File: src/rtl/rf_pkg.sv
// rf_pkg: shared types, defaults and packing helper for the multi-port register file
package rf_pkg;
  typedef enum logic {RF_IDLE, RF_SWEEP} rf_state_t;
  localparam int RF_DATA_W = 32;
  localparam int RF_ADDR_W = 5;
  localparam int RF_NREAD  = 2;
  function automatic int slice_lo(input int k, input int w);
    return k * w;
  endfunction
endpackage

File: src/rtl/reg_file_mp_if.sv
// reg_file_mp_if: decode/writeback-facing bus of the multi-port register file
interface reg_file_mp_if import rf_pkg::*; #(
  parameter int DATA_W = RF_DATA_W,
  parameter int ADDR_W = RF_ADDR_W,
  parameter int NREAD  = RF_NREAD
);
  logic                    WRITE;
  logic [ADDR_W-1:0]       ADDRW;
  logic [DATA_W-1:0]       IN;
  logic [NREAD*ADDR_W-1:0] ADDR;
  logic [NREAD*DATA_W-1:0] OUT;
  logic [NREAD-1:0]        PENDING;
  logic                    RESERVE;
  logic [ADDR_W-1:0]       ADDRV;
  logic                    CLEAR;
  logic                    CLR_BUSY;
  modport master (output WRITE, ADDRW, IN, ADDR, RESERVE, ADDRV, CLEAR, input OUT, PENDING, CLR_BUSY);
  modport slave  (input WRITE, ADDRW, IN, ADDR, RESERVE, ADDRV, CLEAR, output OUT, PENDING, CLR_BUSY);
endinterface

File: src/rtl/rf_scoreboard.sv
// rf_scoreboard: per-register pending bits with reserve/write/sweep priority and read lookups
module rf_scoreboard import rf_pkg::*; #(
  parameter int ADDR_W   = RF_ADDR_W,
  parameter int NREAD    = RF_NREAD,
  parameter int ZERO_REG = 1
)(
  input  logic                    CLK,
  input  logic                    RESET,
  input  logic                    wr_en,
  input  logic [ADDR_W-1:0]       wr_addr,
  input  logic                    rsv_en,
  input  logic [ADDR_W-1:0]       rsv_addr,
  input  logic                    swp_en,
  input  logic [ADDR_W-1:0]       swp_addr,
  input  logic [NREAD*ADDR_W-1:0] rd_addr,
  output logic [NREAD-1:0]        rd_pend
);
  localparam int DEPTH = 2**ADDR_W;
  logic [DEPTH-1:0] pend;
  logic rsv_ok;
  assign rsv_ok = rsv_en && !(ZERO_REG != 0 && rsv_addr == '0);
  // reserve is applied after the write clear so a new producer wins
  always_ff @(posedge CLK or negedge RESET)
    if (!RESET) pend <= '0;
    else if (swp_en) pend[swp_addr] <= 1'b0;
    else begin
      if (wr_en) pend[wr_addr] <= 1'b0;
      if (rsv_ok) pend[rsv_addr] <= 1'b1;
    end
  for (genvar k = 0; k < NREAD; k++) begin : g_lk
    assign rd_pend[k] = pend[rd_addr[slice_lo(k, ADDR_W) +: ADDR_W]];
  end
endmodule

File: src/rtl/reg_file_mp.sv
// reg_file_mp: parametrised multi-read-port register file with bypass, pending scoreboard
// and a hardware clear sweep
module reg_file_mp import rf_pkg::*; #(
  parameter int DATA_W   = RF_DATA_W,
  parameter int ADDR_W   = RF_ADDR_W,
  parameter int NREAD    = RF_NREAD,
  parameter int ZERO_REG = 1,
  parameter int BYPASS   = 1
)(
  input logic          CLK,
  input logic          RESET,
  reg_file_mp_if.slave bus
);
  localparam int DEPTH = 2**ADDR_W;
  rf_state_t         state;
  logic [ADDR_W-1:0] cnt;
  logic [DATA_W-1:0] mem [DEPTH];
  logic              idle, wr_ok, rsv_ok;
  logic [NREAD-1:0]  sb_pend;
  assign idle         = state == RF_IDLE;
  assign wr_ok        = idle && bus.WRITE && !(ZERO_REG != 0 && bus.ADDRW == '0);
  assign rsv_ok       = idle && bus.RESERVE;
  assign bus.CLR_BUSY = !idle;
  always_ff @(posedge CLK or negedge RESET)
    if (!RESET) begin
      state <= RF_IDLE;
      cnt   <= '0;
    end else begin
      state <= idle ? (bus.CLEAR ? RF_SWEEP : RF_IDLE) : (cnt == '1 ? RF_IDLE : RF_SWEEP);
      cnt   <= idle ? '0 : cnt + 1'b1;
    end
  always_ff @(posedge CLK or negedge RESET)
    if (!RESET) for (int i = 0; i < DEPTH; i++) mem[i] <= '0;
    else if (!idle) mem[cnt] <= '0;
    else if (wr_ok) mem[bus.ADDRW] <= bus.IN;
  rf_scoreboard #(.ADDR_W(ADDR_W), .NREAD(NREAD), .ZERO_REG(ZERO_REG)) u_sb (
    .CLK(CLK), .RESET(RESET),
    .wr_en(wr_ok), .wr_addr(bus.ADDRW),
    .rsv_en(rsv_ok), .rsv_addr(bus.ADDRV),
    .swp_en(!idle), .swp_addr(cnt),
    .rd_addr(bus.ADDR), .rd_pend(sb_pend)
  );
  // wr_ok already excludes the sweep and the zero register, so bypass inherits both
  for (genvar k = 0; k < NREAD; k++) begin : g_rd
    logic [ADDR_W-1:0] ra;
    logic              zr, byp;
    assign ra = bus.ADDR[slice_lo(k, ADDR_W) +: ADDR_W];
    assign zr = ZERO_REG != 0 && ra == '0;
    assign byp = BYPASS != 0 && wr_ok && bus.ADDRW == ra;
    assign bus.OUT[slice_lo(k, DATA_W) +: DATA_W] = zr ? '0 : byp ? bus.IN : mem[ra];
    assign bus.PENDING[k] = !zr && !byp && sb_pend[k];
  end
endmodule

File: src/flat_wrapper.sv
// flat-port wrapper written by rule: the top's interface ports become plain ports
module reg_file_mp_flat import rf_pkg::*;
#(
  parameter int DATA_W   = RF_DATA_W,
  parameter int ADDR_W   = RF_ADDR_W,
  parameter int NREAD    = RF_NREAD,
  parameter int ZERO_REG = 1,
  parameter int BYPASS   = 1
)
  (CLK, RESET, bus_WRITE, bus_ADDRW, bus_IN, bus_ADDR, bus_RESERVE, bus_ADDRV, bus_CLEAR, bus_OUT, bus_PENDING, bus_CLR_BUSY);
  reg_file_mp_if #(.DATA_W(DATA_W), .ADDR_W(ADDR_W), .NREAD(NREAD)) bus_i ();
  input logic CLK;
  input logic RESET;
  input wire logic [$bits(bus_i.WRITE)-1:0] bus_WRITE;
  input wire logic [$bits(bus_i.ADDRW)-1:0] bus_ADDRW;
  input wire logic [$bits(bus_i.IN)-1:0] bus_IN;
  input wire logic [$bits(bus_i.ADDR)-1:0] bus_ADDR;
  input wire logic [$bits(bus_i.RESERVE)-1:0] bus_RESERVE;
  input wire logic [$bits(bus_i.ADDRV)-1:0] bus_ADDRV;
  input wire logic [$bits(bus_i.CLEAR)-1:0] bus_CLEAR;
  output wire logic [$bits(bus_i.OUT)-1:0] bus_OUT;
  output wire logic [$bits(bus_i.PENDING)-1:0] bus_PENDING;
  output wire logic [$bits(bus_i.CLR_BUSY)-1:0] bus_CLR_BUSY;
  assign bus_i.WRITE = bus_WRITE;
  assign bus_i.ADDRW = bus_ADDRW;
  assign bus_i.IN = bus_IN;
  assign bus_i.ADDR = bus_ADDR;
  assign bus_i.RESERVE = bus_RESERVE;
  assign bus_i.ADDRV = bus_ADDRV;
  assign bus_i.CLEAR = bus_CLEAR;
  assign bus_OUT = bus_i.OUT;
  assign bus_PENDING = bus_i.PENDING;
  assign bus_CLR_BUSY = bus_i.CLR_BUSY;
  reg_file_mp #(.DATA_W(DATA_W), .ADDR_W(ADDR_W), .NREAD(NREAD), .ZERO_REG(ZERO_REG), .BYPASS(BYPASS)) u_core (.CLK(CLK), .RESET(RESET), .bus(bus_i));
endmodule
File: config.mk
export PLATFORM = sky130hd
export DESIGN_NAME = reg_file_mp_flat
export DESIGN_NICKNAME = d
export VERILOG_FILES = /design/src/rtl/rf_pkg.sv /design/src/rtl/reg_file_mp_if.sv /design/src/rtl/rf_scoreboard.sv /design/src/rtl/reg_file_mp.sv /design/src/flat_wrapper.sv
export SDC_FILE = /design/constraint.sdc
export NUM_CORES = 2
export LEC_CHECK = 0
export BUFFER_PORTS_ARGS = -buffer_cell sky130_fd_sc_hd__buf_2
export CAP_MARGIN = 20
export CORE_MARGIN = 4
export CORE_UTILIZATION = 50
export DETAILED_ROUTE_END_ITERATION = 10
export GPL_ROUTABILITY_DRIVEN = 0
export PLACE_DENSITY_LB_ADDON = 0.15
export SYNTH_ARGS = -nofsm -noshare
export SYNTH_HDL_FRONTEND = slang
export SYNTH_HIERARCHICAL = 1
export SYNTH_SLANG_ARGS = --single-unit
File: constraint.sdc
create_clock -name CLK -period 6.5 [get_ports CLK]
set_input_delay 1.3 -clock CLK [delete_from_list [all_inputs] [get_ports CLK]]
set_output_delay 1.3 -clock CLK [all_outputs]
set_load 0.02 [all_outputs]
==> summary.txt <==
DP Worst Slack: 0.719 ns
Core ar.: 113,000 sq um
DR pass1 iterations: 8
Cells after DPL: 5,800
Slew headroom: 26.8%
Synth Area per Inst: 12.7 sq um
crit path DAT: 4.84 ns
cell chain of the critical path: buf_2 > or4_4 > o211ai_2 > or2_2 > buf_4 > nand4_1 > o2111a_1 > buf_2
post-route ant nets: 0
Synth Cell Area: 57,100 sq um
worst setup margin: 0.355 ns
clock skew: 0.0182 ns
vias in the first global route: 46.5k
die area: 120,000 sq um
CP max FO: 22
share of cells above drive strength 1: 22.0%
# Max-Cap Violations: 0
area leader, netlist: dfrtp_1
crit-path leading delay family: simple AND/OR/NAND/NOR gates
Die Width: 346 microns
crit path kind: in -> out
share of the synthesized area in the top cell type: 46.5%
syn_nets: 4,564
# H-tree levels: 3
Worst path slowest cell: or2_2
most frequent cell after synthesis: dfrtp_1
Post-CTS Setup Inserts: 0
post-route setup TNS: 0 ns
EDFF count, synth: 0
worst endpoint required time: 5.20 ns
YS warnings: 6
final worst-path cycle share: 94.5%
die height: 346 microns
Period minus WS final: 6.14 ns
VDD IR-drop max: 221 uV
clk_lat worst skew: 0.72 ns
Max Clk Rate: 163 MHz
post-synthesis cell type count: 78
I/O Buffers: 123
GRT Overall Usage: 40.9%
1st-iter DRT viols: 7,497
Clock Path Buffers: 3
Area growth syn-to-layout: 10.9%
Cells after Synth: 4,502
vias: 47.8k
final hold violation count: 0
Final Slew Violations: 0
Fillers: 9,225
Boundary Pins: 124
Synth Register Bits: 1,062
Synth top cells by count: dfrtp_1, a22o_1, mux2i_1, clkbuf_1, mux4_2
first-pass GRT wire length: 356,000 microns
largest net degree at the start of global routing: 112
vias per cell: 7.95
Crit path top cell by count: buf_2
initial core utilization: 50.6%
Pleak: 0.0283 uW
CTS tree: done
Primary FF master, synth: dfrtp_1
Slew @ Worst Pin: 1.10 ns
root buf cell: clkbuf_16
status: finished clean
DR WL/cell: 41.8 microns
hold_buf cts: 0
Worst Setup End Kind: output port
largest cells by area after synthesis: dfrtp_1, a22o_1, mux4_2
Worst setup SP type: input pin
Reg clk slew, reported paths: 0.06 ns
Net count, final: 4,479
hpwl dp: 150,000 microns
final setup vio count: 0
Power Dens Cells: 285 nW/um^2
Seq/Total Area, Yosys: 46.5%
antenna violations before repair: 12
Hold Path Class: reg -> reg
clock sinks: 1,062
total CTS buffers: 114
CP Buf/Inv Count: 3
Post-CTS Resized: 0
DRC violations left: 0
routed wire length: 251,000 microns
slowest stage delay, CP: 0.74 ns
Post-synth ARST share: 100%
total gr overflow: 0
RSZ-0062 raised after global routing: no
row cnt: 123
Finished Layout Cells: 6,015
[state kept, by name (all words and copies together) (netlist names)]
name	count
u_core/bus.CLR_BUSY	1
u_core/cnt	5
u_core/mem	1024
u_core/u_sb/pend	32
[path summary, 6_finish.rpt]
path                                           from                    to  slack, ns  cells past startpoint
worst max-delay path                   bus_ADDRW[0]           bus_OUT[42]       0.36                      8
worst min-delay path               u_core/mem[1006]      u_core/mem[1006]       0.51                      1
worst max register to register  u_core/bus.CLR_BUSY       u_core/mem[347]       2.96                      8
worst min register to register     u_core/mem[1006]      u_core/mem[1006]       0.51                      1
max in group asynchronous                     RESET       u_core/mem[542]       4.40                      2
min in group asynchronous                     RESET  u_core/u_sb/pend[19]       0.66                      1
[worst register-to-register path: cells and delay by family, from the launching register on]
kind	cells	cell delay, ns
compound gates	2	0.95
buf+inv	3	1.43
flops	1	0.40
simple gates	3	0.70
[metal layers]
metal  track usage [%]  up-vias  routed length [microns]
li1                  -    17800                        -
met1              54.1    24600                    90500
met2              56.9     4300                   104000
met3              15.8     1057                    37800
met4              25.3       10                    19000
met5             0.275        -                       66
[where the power goes]
group / leakage (uW) / internal, uW / switching (uW) / total, uW
Sequential: 0.0148 / 7120 / 456 / 7580
Combinational: 0.0117 / 1260 / 2450 / 3710
Clock: 0.00188 / 3930 / 2850 / 6780
[cells in the final DEF (no fill, tap or decap), types with 26 or more instances in the layout]
cell | netlist | layout
o21ai_0 | 128 | 127
buf_4 | 26 | 202
buf_12 | 14 | 28
a21oi_1 | 78 | 47
a21oi_4 | 0 | 31
nor2_4 | 0 | 33
a22o_1 | 1008 | 1008
clkbuf_1 | 359 | 26
clkbuf_8 | 0 | 37
clkbuf_16 | 0 | 116
dfrtp_1 | 1062 | 1062
nand2_1 | 96 | 95
nand2b_1 | 29 | 29
a221oi_1 | 77 | 77
and2_1 | 46 | 46
buf_2 | 84 | 114
a221o_1 | 31 | 31
nor2_1 | 126 | 96
o22ai_1 | 55 | 55
nor3_1 | 47 | 45
mux2_2 | 32 | 32
mux2i_1 | 369 | 369
mux4_2 | 336 | 336
a22oi_1 | 95 | 95
[cell type report]
class | count | area, sq um | area share (%)
diodes | 12 | 30.0 | 0.0474
repair buffers | 352 | 2770 | 4.37
inverters | 9 | 33.8 | 0.0533
clock inverters | 24 | 315 | 0.497
flip-flops and latches | 1062 | 26600 | 41.9
multi-input cells | 2878 | 28300 | 44.6
clock buffers | 178 | 3500 | 5.51
well taps | 1500 | 1880 | 2.96
[per-stage QoR]
stage	power, uW	hold slack (ns)	cell area (sq um)	util (%)
final	18100	0.514	63400	56.1
after global routing	18400	0.523	63400	56.1
after CTS	17900	0.512	63300	56.1
after detailed placement	11200	0.495	59500	52.7
after global placement	11200	0.486	59500	52.7
after floorplan	9560	0.467	57100	-
[kinds of logic after synthesis]
family | synth area share [%]
multiplexers | 20.6
XOR/XNOR | 0.184
flip-flops | 46.5
buffers and inverters | 5.11
AND/OR/NAND/NOR | 4.49
AO/OA/AOI/OAI | 23.0
adder cells (fa/ha/maj) | 0.109
No activity file was read; power rests on OpenSTA's default activity.
